$ cat config.mk
export PLATFORM = sky130hd
export DESIGN_NAME = neuron_train_ctrl
export DESIGN_NICKNAME = d
export VERILOG_FILES = /design/src/rtl/ntc_pkg.sv /design/src/rtl/ntc_epoch_counter.sv /design/src/rtl/neuron_train_ctrl.sv
export SDC_FILE = /design/constraint.sdc
export NUM_CORES = 1
export LEC_CHECK = 0
export CORE_MARGIN = 2
export CORE_UTILIZATION = 25
export DETAILED_ROUTE_END_ITERATION = 6
export DONT_BUFFER_PORTS = 1
export GPL_TIMING_DRIVEN = 1
export MAX_ROUTING_LAYER = met4
export SLEW_MARGIN = 20
export SYNTH_ARGS = -nofsm -noshare
export SYNTH_HDL_FRONTEND = slang
export SYNTH_HIERARCHICAL = 1
export SYNTH_SLANG_ARGS = --single-unit
$ cat constraint.sdc
create_clock -name ntc_clock -period 3.52 [get_ports ntc_clock]
set_input_delay 0.528 -clock ntc_clock [delete_from_list [all_inputs] [get_ports ntc_clock]]
set_output_delay 0.528 -clock ntc_clock [all_outputs]
set_load 0.01 [all_outputs]
$ cat src/rtl/ntc_pkg.sv
`default_nettype none
// ============================================================================
// Module      : ntc_pkg
// Description : Shared types and constants for the neuron training sequencer.
//               Holds the FSM state encoding, the learning-rate reset values
//               and the width of the settle-cycle counter.
// Revision    : 1.0 - initial release
// ============================================================================
package ntc_pkg;

  typedef enum logic [2:0] {
    NTC_IDLE   = 3'd0,
    NTC_LOAD   = 3'd1,
    NTC_FWD    = 3'd2,
    NTC_BP     = 3'd3,
    NTC_COMMIT = 3'd4,
    NTC_OUT    = 3'd5
  } ntc_state_t;

  localparam int NTC_MUL_RESET = 1;
  localparam int NTC_DIV_RESET = 1;
  localparam int NTC_SETTLE_W  = 4;

endpackage
`default_nettype wire

$ cat src/rtl/ntc_epoch_counter.sv
`default_nettype none
// ============================================================================
// Module      : ntc_epoch_counter
// Description : Counts committed training samples and completed epochs.
//               The sample count wraps at P-1; the epoch count saturates at
//               all-ones. epoch_done_o is combinational so that it lines up
//               with the commit strobe that completes the epoch.
// Ports       : clk_i, rst_ni            - clock, async active-low reset
//               commit_i                 - one-cycle training commit strobe
//               samples_per_epoch_i      - P, 0 disables counting
//               epoch_count_o            - completed epochs (saturating)
//               epoch_done_o             - pulse with the epoch-ending commit
// Revision    : 1.0 - initial release
// ============================================================================
module ntc_epoch_counter #(
  parameter int EPOCH_W = 16
) (
  input  logic               clk_i,
  input  logic               rst_ni,
  input  logic               commit_i,
  input  logic [EPOCH_W-1:0] samples_per_epoch_i,
  output logic [EPOCH_W-1:0] epoch_count_o,
  output logic               epoch_done_o
);

  logic [EPOCH_W-1:0] sample_cnt_q, sample_cnt_d;
  logic [EPOCH_W-1:0] epoch_q, epoch_d;
  logic               count_en;
  logic               wrap;

  assign count_en = commit_i && (samples_per_epoch_i != '0);
  assign wrap     = count_en && (sample_cnt_q == (samples_per_epoch_i - EPOCH_W'(1)));

  always_comb begin
    sample_cnt_d = sample_cnt_q;
    epoch_d      = epoch_q;
    if (count_en) begin
      if (wrap) begin
        sample_cnt_d = '0;
        if (epoch_q != '1) begin
          epoch_d = epoch_q + EPOCH_W'(1);
        end
      end else begin
        sample_cnt_d = sample_cnt_q + EPOCH_W'(1);
      end
    end
  end

  always_ff @(posedge clk_i or negedge rst_ni) begin
    if (!rst_ni) begin
      sample_cnt_q <= '0;
      epoch_q      <= '0;
    end else begin
      sample_cnt_q <= sample_cnt_d;
      epoch_q      <= epoch_d;
    end
  end

  assign epoch_count_o = epoch_q;
  assign epoch_done_o  = wrap;

endmodule
`default_nettype wire

$ cat src/rtl/neuron_train_ctrl.sv
`default_nettype none
// ============================================================================
// Module      : neuron_train_ctrl
// Description : Sequencer for one learning neuron. Accepts a sample, strobes
//               the dendrite load, waits for the forward path to settle,
//               captures axon and error, optionally waits for backprop to
//               settle and strobes the weight commit, then hands the captured
//               axon out over a valid/ready handshake. Also owns the
//               learning-rate multiplier/divisor and epoch counting.
// Ports       : ntc_clock / ntc_reset_n              - clock, async low reset
//               ntc_sample_valid/ready, train_en,
//               ntc_target                           - sample handshake
//               ntc_dendrite_load, ntc_axon,
//               ntc_backprop, ntc_weight_commit      - neuron datapath control
//               ntc_cfg_we/mul/div,
//               ntc_training_mul/div                 - learning-rate config
//               ntc_result_valid/ready, ntc_result   - result handshake
//               ntc_samples_per_epoch, epoch_count,
//               ntc_epoch_done, ntc_busy             - epoch stats and status
// Revision    : 1.0 - initial release
// ============================================================================
module neuron_train_ctrl
  import ntc_pkg::*;
#(
  parameter int DATA_W        = 32,
  parameter int SETTLE_CYCLES = 2,
  parameter int EPOCH_W       = 16
) (
  input  logic               ntc_clock,
  input  logic               ntc_reset_n,
  input  logic               ntc_sample_valid,
  output logic               ntc_sample_ready,
  input  logic               ntc_train_en,
  input  logic [DATA_W-1:0]  ntc_target,
  output logic               ntc_dendrite_load,
  input  logic [DATA_W-1:0]  ntc_axon,
  output logic [DATA_W-1:0]  ntc_backprop,
  output logic               ntc_weight_commit,
  output logic [DATA_W-1:0]  ntc_training_mul,
  output logic [DATA_W-1:0]  ntc_training_div,
  input  logic               ntc_cfg_we,
  input  logic [DATA_W-1:0]  ntc_cfg_mul,
  input  logic [DATA_W-1:0]  ntc_cfg_div,
  input  logic [EPOCH_W-1:0] ntc_samples_per_epoch,
  output logic               ntc_result_valid,
  input  logic               ntc_result_ready,
  output logic [DATA_W-1:0]  ntc_result,
  output logic [EPOCH_W-1:0] ntc_epoch_count,
  output logic               ntc_epoch_done,
  output logic               ntc_busy
);

  localparam logic [NTC_SETTLE_W-1:0] SETTLE_LAST = NTC_SETTLE_W'(SETTLE_CYCLES - 1);

  ntc_state_t              state_q, state_d;
  logic [NTC_SETTLE_W-1:0] settle_q, settle_d;
  logic                    train_q, train_d;
  logic [DATA_W-1:0]       target_q, target_d;
  logic [DATA_W-1:0]       result_q, result_d;
  logic [DATA_W-1:0]       backprop_q, backprop_d;
  logic [DATA_W-1:0]       mul_q, mul_d;
  logic [DATA_W-1:0]       div_q, div_d;
  logic                    pend_q, pend_d;
  logic [DATA_W-1:0]       pend_mul_q, pend_mul_d;
  logic [DATA_W-1:0]       pend_div_q, pend_div_d;
  logic                    cfg_ok;

  // A zero divisor would be meaningless downstream, so such writes are dropped.
  assign cfg_ok = ntc_cfg_we && (ntc_cfg_div != '0);

  always_comb begin
    state_d    = state_q;
    settle_d   = settle_q;
    train_d    = train_q;
    target_d   = target_q;
    result_d   = result_q;
    backprop_d = backprop_q;
    mul_d      = mul_q;
    div_d      = div_q;
    pend_d     = pend_q;
    pend_mul_d = pend_mul_q;
    pend_div_d = pend_div_q;

    case (state_q)
      NTC_IDLE: begin
        if (ntc_sample_valid) begin
          train_d  = ntc_train_en;
          target_d = ntc_target;
          state_d  = NTC_LOAD;
        end
      end
      NTC_LOAD: begin
        settle_d = '0;
        state_d  = NTC_FWD;
      end
      NTC_FWD: begin
        if (settle_q == SETTLE_LAST) begin
          // Forward path has settled: capture output and error together.
          result_d   = ntc_axon;
          backprop_d = target_q - ntc_axon;
          settle_d   = '0;
          state_d    = train_q ? NTC_BP : NTC_OUT;
        end else begin
          settle_d = settle_q + NTC_SETTLE_W'(1);
        end
      end
      NTC_BP: begin
        if (settle_q == SETTLE_LAST) begin
          state_d = NTC_COMMIT;
        end else begin
          settle_d = settle_q + NTC_SETTLE_W'(1);
        end
      end
      NTC_COMMIT: state_d = NTC_OUT;
      NTC_OUT: begin
        if (ntc_result_ready) begin
          state_d = NTC_IDLE;
        end
      end
      default: state_d = NTC_IDLE;
    endcase

    // Learning rate: direct update while idle, otherwise shadowed so the
    // datapath sees a constant rate for the whole sample.
    if (state_q == NTC_IDLE) begin
      if (cfg_ok) begin
        mul_d = ntc_cfg_mul;
        div_d = ntc_cfg_div;
      end
    end else begin
      if (cfg_ok) begin
        pend_d     = 1'b1;
        pend_mul_d = ntc_cfg_mul;
        pend_div_d = ntc_cfg_div;
      end
      if (state_d == NTC_IDLE) begin
        if (pend_d) begin
          mul_d = pend_mul_d;
          div_d = pend_div_d;
        end
        pend_d = 1'b0;
      end
    end
  end

  always_ff @(posedge ntc_clock or negedge ntc_reset_n) begin
    if (!ntc_reset_n) begin
      state_q    <= NTC_IDLE;
      settle_q   <= '0;
      train_q    <= 1'b0;
      target_q   <= '0;
      result_q   <= '0;
      backprop_q <= '0;
      mul_q      <= DATA_W'(NTC_MUL_RESET);
      div_q      <= DATA_W'(NTC_DIV_RESET);
      pend_q     <= 1'b0;
      pend_mul_q <= '0;
      pend_div_q <= '0;
    end else begin
      state_q    <= state_d;
      settle_q   <= settle_d;
      train_q    <= train_d;
      target_q   <= target_d;
      result_q   <= result_d;
      backprop_q <= backprop_d;
      mul_q      <= mul_d;
      div_q      <= div_d;
      pend_q     <= pend_d;
      pend_mul_q <= pend_mul_d;
      pend_div_q <= pend_div_d;
    end
  end

  assign ntc_sample_ready  = (state_q == NTC_IDLE);
  assign ntc_dendrite_load = (state_q == NTC_LOAD);
  assign ntc_weight_commit = (state_q == NTC_COMMIT);
  assign ntc_result_valid  = (state_q == NTC_OUT);
  assign ntc_busy          = (state_q != NTC_IDLE);
  assign ntc_result        = result_q;
  assign ntc_backprop      = backprop_q;
  assign ntc_training_mul  = mul_q;
  assign ntc_training_div  = div_q;

  // COMMIT is only reachable by training samples, so inference never counts.
  ntc_epoch_counter #(
    .EPOCH_W (EPOCH_W)
  ) u_epoch (
    .clk_i               (ntc_clock),
    .rst_ni              (ntc_reset_n),
    .commit_i            (ntc_weight_commit),
    .samples_per_epoch_i (ntc_samples_per_epoch),
    .epoch_count_o       (ntc_epoch_count),
    .epoch_done_o        (ntc_epoch_done)
  );

endmodule
`default_nettype wire

==> reports/results.ini <==
[run_status]
status=finished with violations
failing_checks=negative hold slack

[worst_hold_path]
min-delay-path-class=primary input to async pin

[cts]
clock_tree.root_cell=sky130_fd_sc_hd__clkbuf_16
clock_sink_count=265
cts.reportedPaths.clkPinSlew_ns=0.06
cts_buffers=34
max-clock-path-buffers=3
cts_post_setup_buffers_inserted=0
h-tree-depth=2
worstSkewPairLatency_ns=0.53
clock_tree_from_tritoncts=done
post_cts_resize_count=0

[drt]
avgRoutedWirePerCell_um=17.57
post_drt_via_cell_ratio=4.705
via_count=9203
drtAntennaViolNets=0
wirelength_mm=34.36
drt_first_pass_iters=4
dr.first_iter.drc_count=360
detail_route.drc_violations=0

[die]
fp.dieW_um=235.0
die_area_sq_mm=0.05520
num_rows=84
die_y_um=235.0
io_pins=300
core_area_sq_mm=0.05266
floorplan.initialDensity_pct=25.33

[global_route]
global_route.usage.total_pct=12.56
antenna_found_initial=2
vias_in_the_first_global_route=9372
wire_length_of_the_first_global_routing_pass_mm=53.70
gr-total-overflow=0
grt_start_max_net_pins=266

[run]
max_cap_violations=0

[placement]
buffer_ports.inserted=0
placedCellCount=1893
globalplace.congestion=0.8460
detailedPlacementHpwl_mm=24.79

[synthesis]
total_of_flip_flops_plus_latches_after_synthesis=265
syn-num-nets=1442
ys_top_cells_by_area=sky130_fd_sc_hd__dfrtp_1 49%, sky130_fd_sc_hd__mux2_2 8.3%, sky130_fd_sc_hd__mux2i_1 5.1%
postSynth.asyncResetShare_pct=100.0
post-synth-top-count-cell=sky130_fd_sc_hd__dfrtp_1
synth_enable_flop_cells=0
post_synth.cell_area_avg_sq_um=10.63
synth_top_cell_by_area=sky130_fd_sc_hd__dfrtp_1
synth_top_cell_area_share_pct=49.35
synth_seq_area_share_pct=49.75
synthesis.yosys.warnings=6
ys_dominant_reg_cell=sky130_fd_sc_hd__dfrtp_1
synth.lib_cells_used.distinct=77
synth_commonest_cells=263 x sky130_fd_sc_hd__dfrtp_1, 105 x sky130_fd_sc_hd__nor2_1, 104 x sky130_fd_sc_hd__nand2_1
synth_cells=1254
post_synth_instance_area_sq_mm=0.01334

[timing]
max_freq_mhz=327.9
min_period_ns=3.050
setup-violations-final=0
maxSlewViolCount=0
period_share_pct=86.64
totalNegativeSetupSlack_ns=0
finalHoldWorstSlack_ns=-0.2945
max_slew_margin_pct=41.80
hold_viol=263
skew_ns=0.01731
rsz0062_at_grt=no
max_slew.worst_pin.slew_ns=0.8731

[cells_and_area]
layout-drive-gt1-share_pct=16.02
area_growth_pct=15.12
final_cell_count_no_fill=1956
final_net_count=1429
fin_util_pct=29.16

[setup_path]
delay_of_the_slowest_critical_path_stage_ns=0.72
timing.setup.critical_path_class=primary input to primary output
worst-path-max-fanout=6
end_kind=primary output
critical_path.slowest_cell=sky130_fd_sc_hd__or4_1
critical_path.most_common_cell=sky130_fd_sc_hd__mux2i_1
worstPathCellList=or4_1 > nor4_4 > mux2i_1 > mux2i_1 > o21ai_2 > nor3b_1
cp_data_required_time_ns=2.99
cp-start-kind=primary input
data_arrival_time_of_the_critical_path_ns=2.52

[power]
vdd_drop_max_mv=0.4972
power_density_mw_per_mm2=939.5
p_leak_nw=6.754
total_power_mw=14.42

-- final timing paths --
kind,endpoint,start,slack (ns),cells past startpoint
worst min-delay path,ntc_backprop[31]$_DFFE_PN0P_,ntc_reset_n,-0.29,0
min in group ntc_clock,target_q[1]$_DFFE_PN0P_,ntc_target[1],0.13,2
worst min register to register,pend_div_q[31]$_DFFE_PN0N_,pend_div_q[31]$_DFFE_PN0N_,0.50,1
worst max register to register,ntc_backprop[24]$_DFFE_PN0P_,target_q[0]$_DFFE_PN0P_,0.55,11
worst max-delay path,ntc_epoch_done,ntc_samples_per_epoch[4],0.47,6
max in group asynchronous,u_epoch/sample_cnt_q[0]$_DFFE_PN0P_,ntc_reset_n,3.08,0
-- flip-flops by register name (all words and copies together) (netlist names), 16 cells and up --
name and count:
pend_div_q 32, ntc_result 32, u_epoch/epoch_count_o 16, u_epoch/sample_cnt_q 16, target_q 32, pend_mul_q 32
ntc_training_div 32, ntc_backprop 32, ntc_training_mul 32
-- power by group --
group | internal [mW] | total, mW | switching, mW | leakage (nW)
registers | 4.44 | 5.75 | 1.31 | 3.16
logic | 2.23 | 4.96 | 2.73 | 3.01
clock network | 2.31 | 3.71 | 1.41 | 0.588
-- per-layer routing --
| metal | vias to the layer above | share of wire [%] | global-route usage [%] |
|---|---|---|---|
| met5 | - | 0 | - |
| met4 | 0 | 2.5 | 4.028 |
| met3 | 55 | 10 | 5.263 |
| met2 | 292 | 45 | 19.47 |
| met1 | 4468 | 42 | 14.72 |
| li1 | 4388 | - | - |
-- stage by stage --
| stage | setup WS, ns | instance area [sq um] |
|---|---|---|
| finish | 0.4703 | 15350 |
| floorplan | 0.6603 | 13340 |
| global route | 0.3538 | 15350 |
| global placement | 0.4291 | 14130 |
| detailed placement | 0.3804 | 14130 |
| CTS | 0.4277 | 15350 |
-- worst max-delay path, delay by kind of cell --
| family | cells | cell delay (ns) |
|---|---|---|
| AND/OR/NAND/NOR | 3 | 1.51 |
| AO/OA/AOI/OAI | 1 | 0.14 |
| multiplexers | 2 | 0.35 |
-- cell type report --
class / count / area (sq um)
clock inverter: 17 / 219.0
sequential: 265 / 6634
timing repair buffer: 17 / 206.4
inverter: 47 / 176.4
antenna: 1 / 2.502
tap: 688 / 860.8
multi-input combinational: 876 / 6257
clock buffer: 45 / 996.0
fill: 5386 / 37300
-- cells in the final DEF, fill, tap and decap left out, drive strengths merged, types with 19 or more instances in the layout --
master    n
mux2    100
a21oi    96
inv      49
nor2    105
nand3    27
xnor2    37
o21ai    79
dfrtp   263
clkbuf   45
nand2   104
xor2     34
ha       37
a21o     19
mux2i    68
-- cells by family (layout without fill, tap and decap cells) --
logic type               count (synthesis)  in the layout  synth area share (%)
other                                    0              1                     0
flip-flops                             265            265                 49.75
XOR/XNOR                                72             72                 4.832
adder cells (fa/ha/maj)                 38             38                 3.622
AO/OA/AOI/OAI                          254            254                 12.15
multiplexers                           168            168                 13.58
buffers and inverters                  113            126                 3.593
AND/OR/NAND/NOR                        344            344                 12.48
Note: power is estimated with default switching activity, not from simulation.
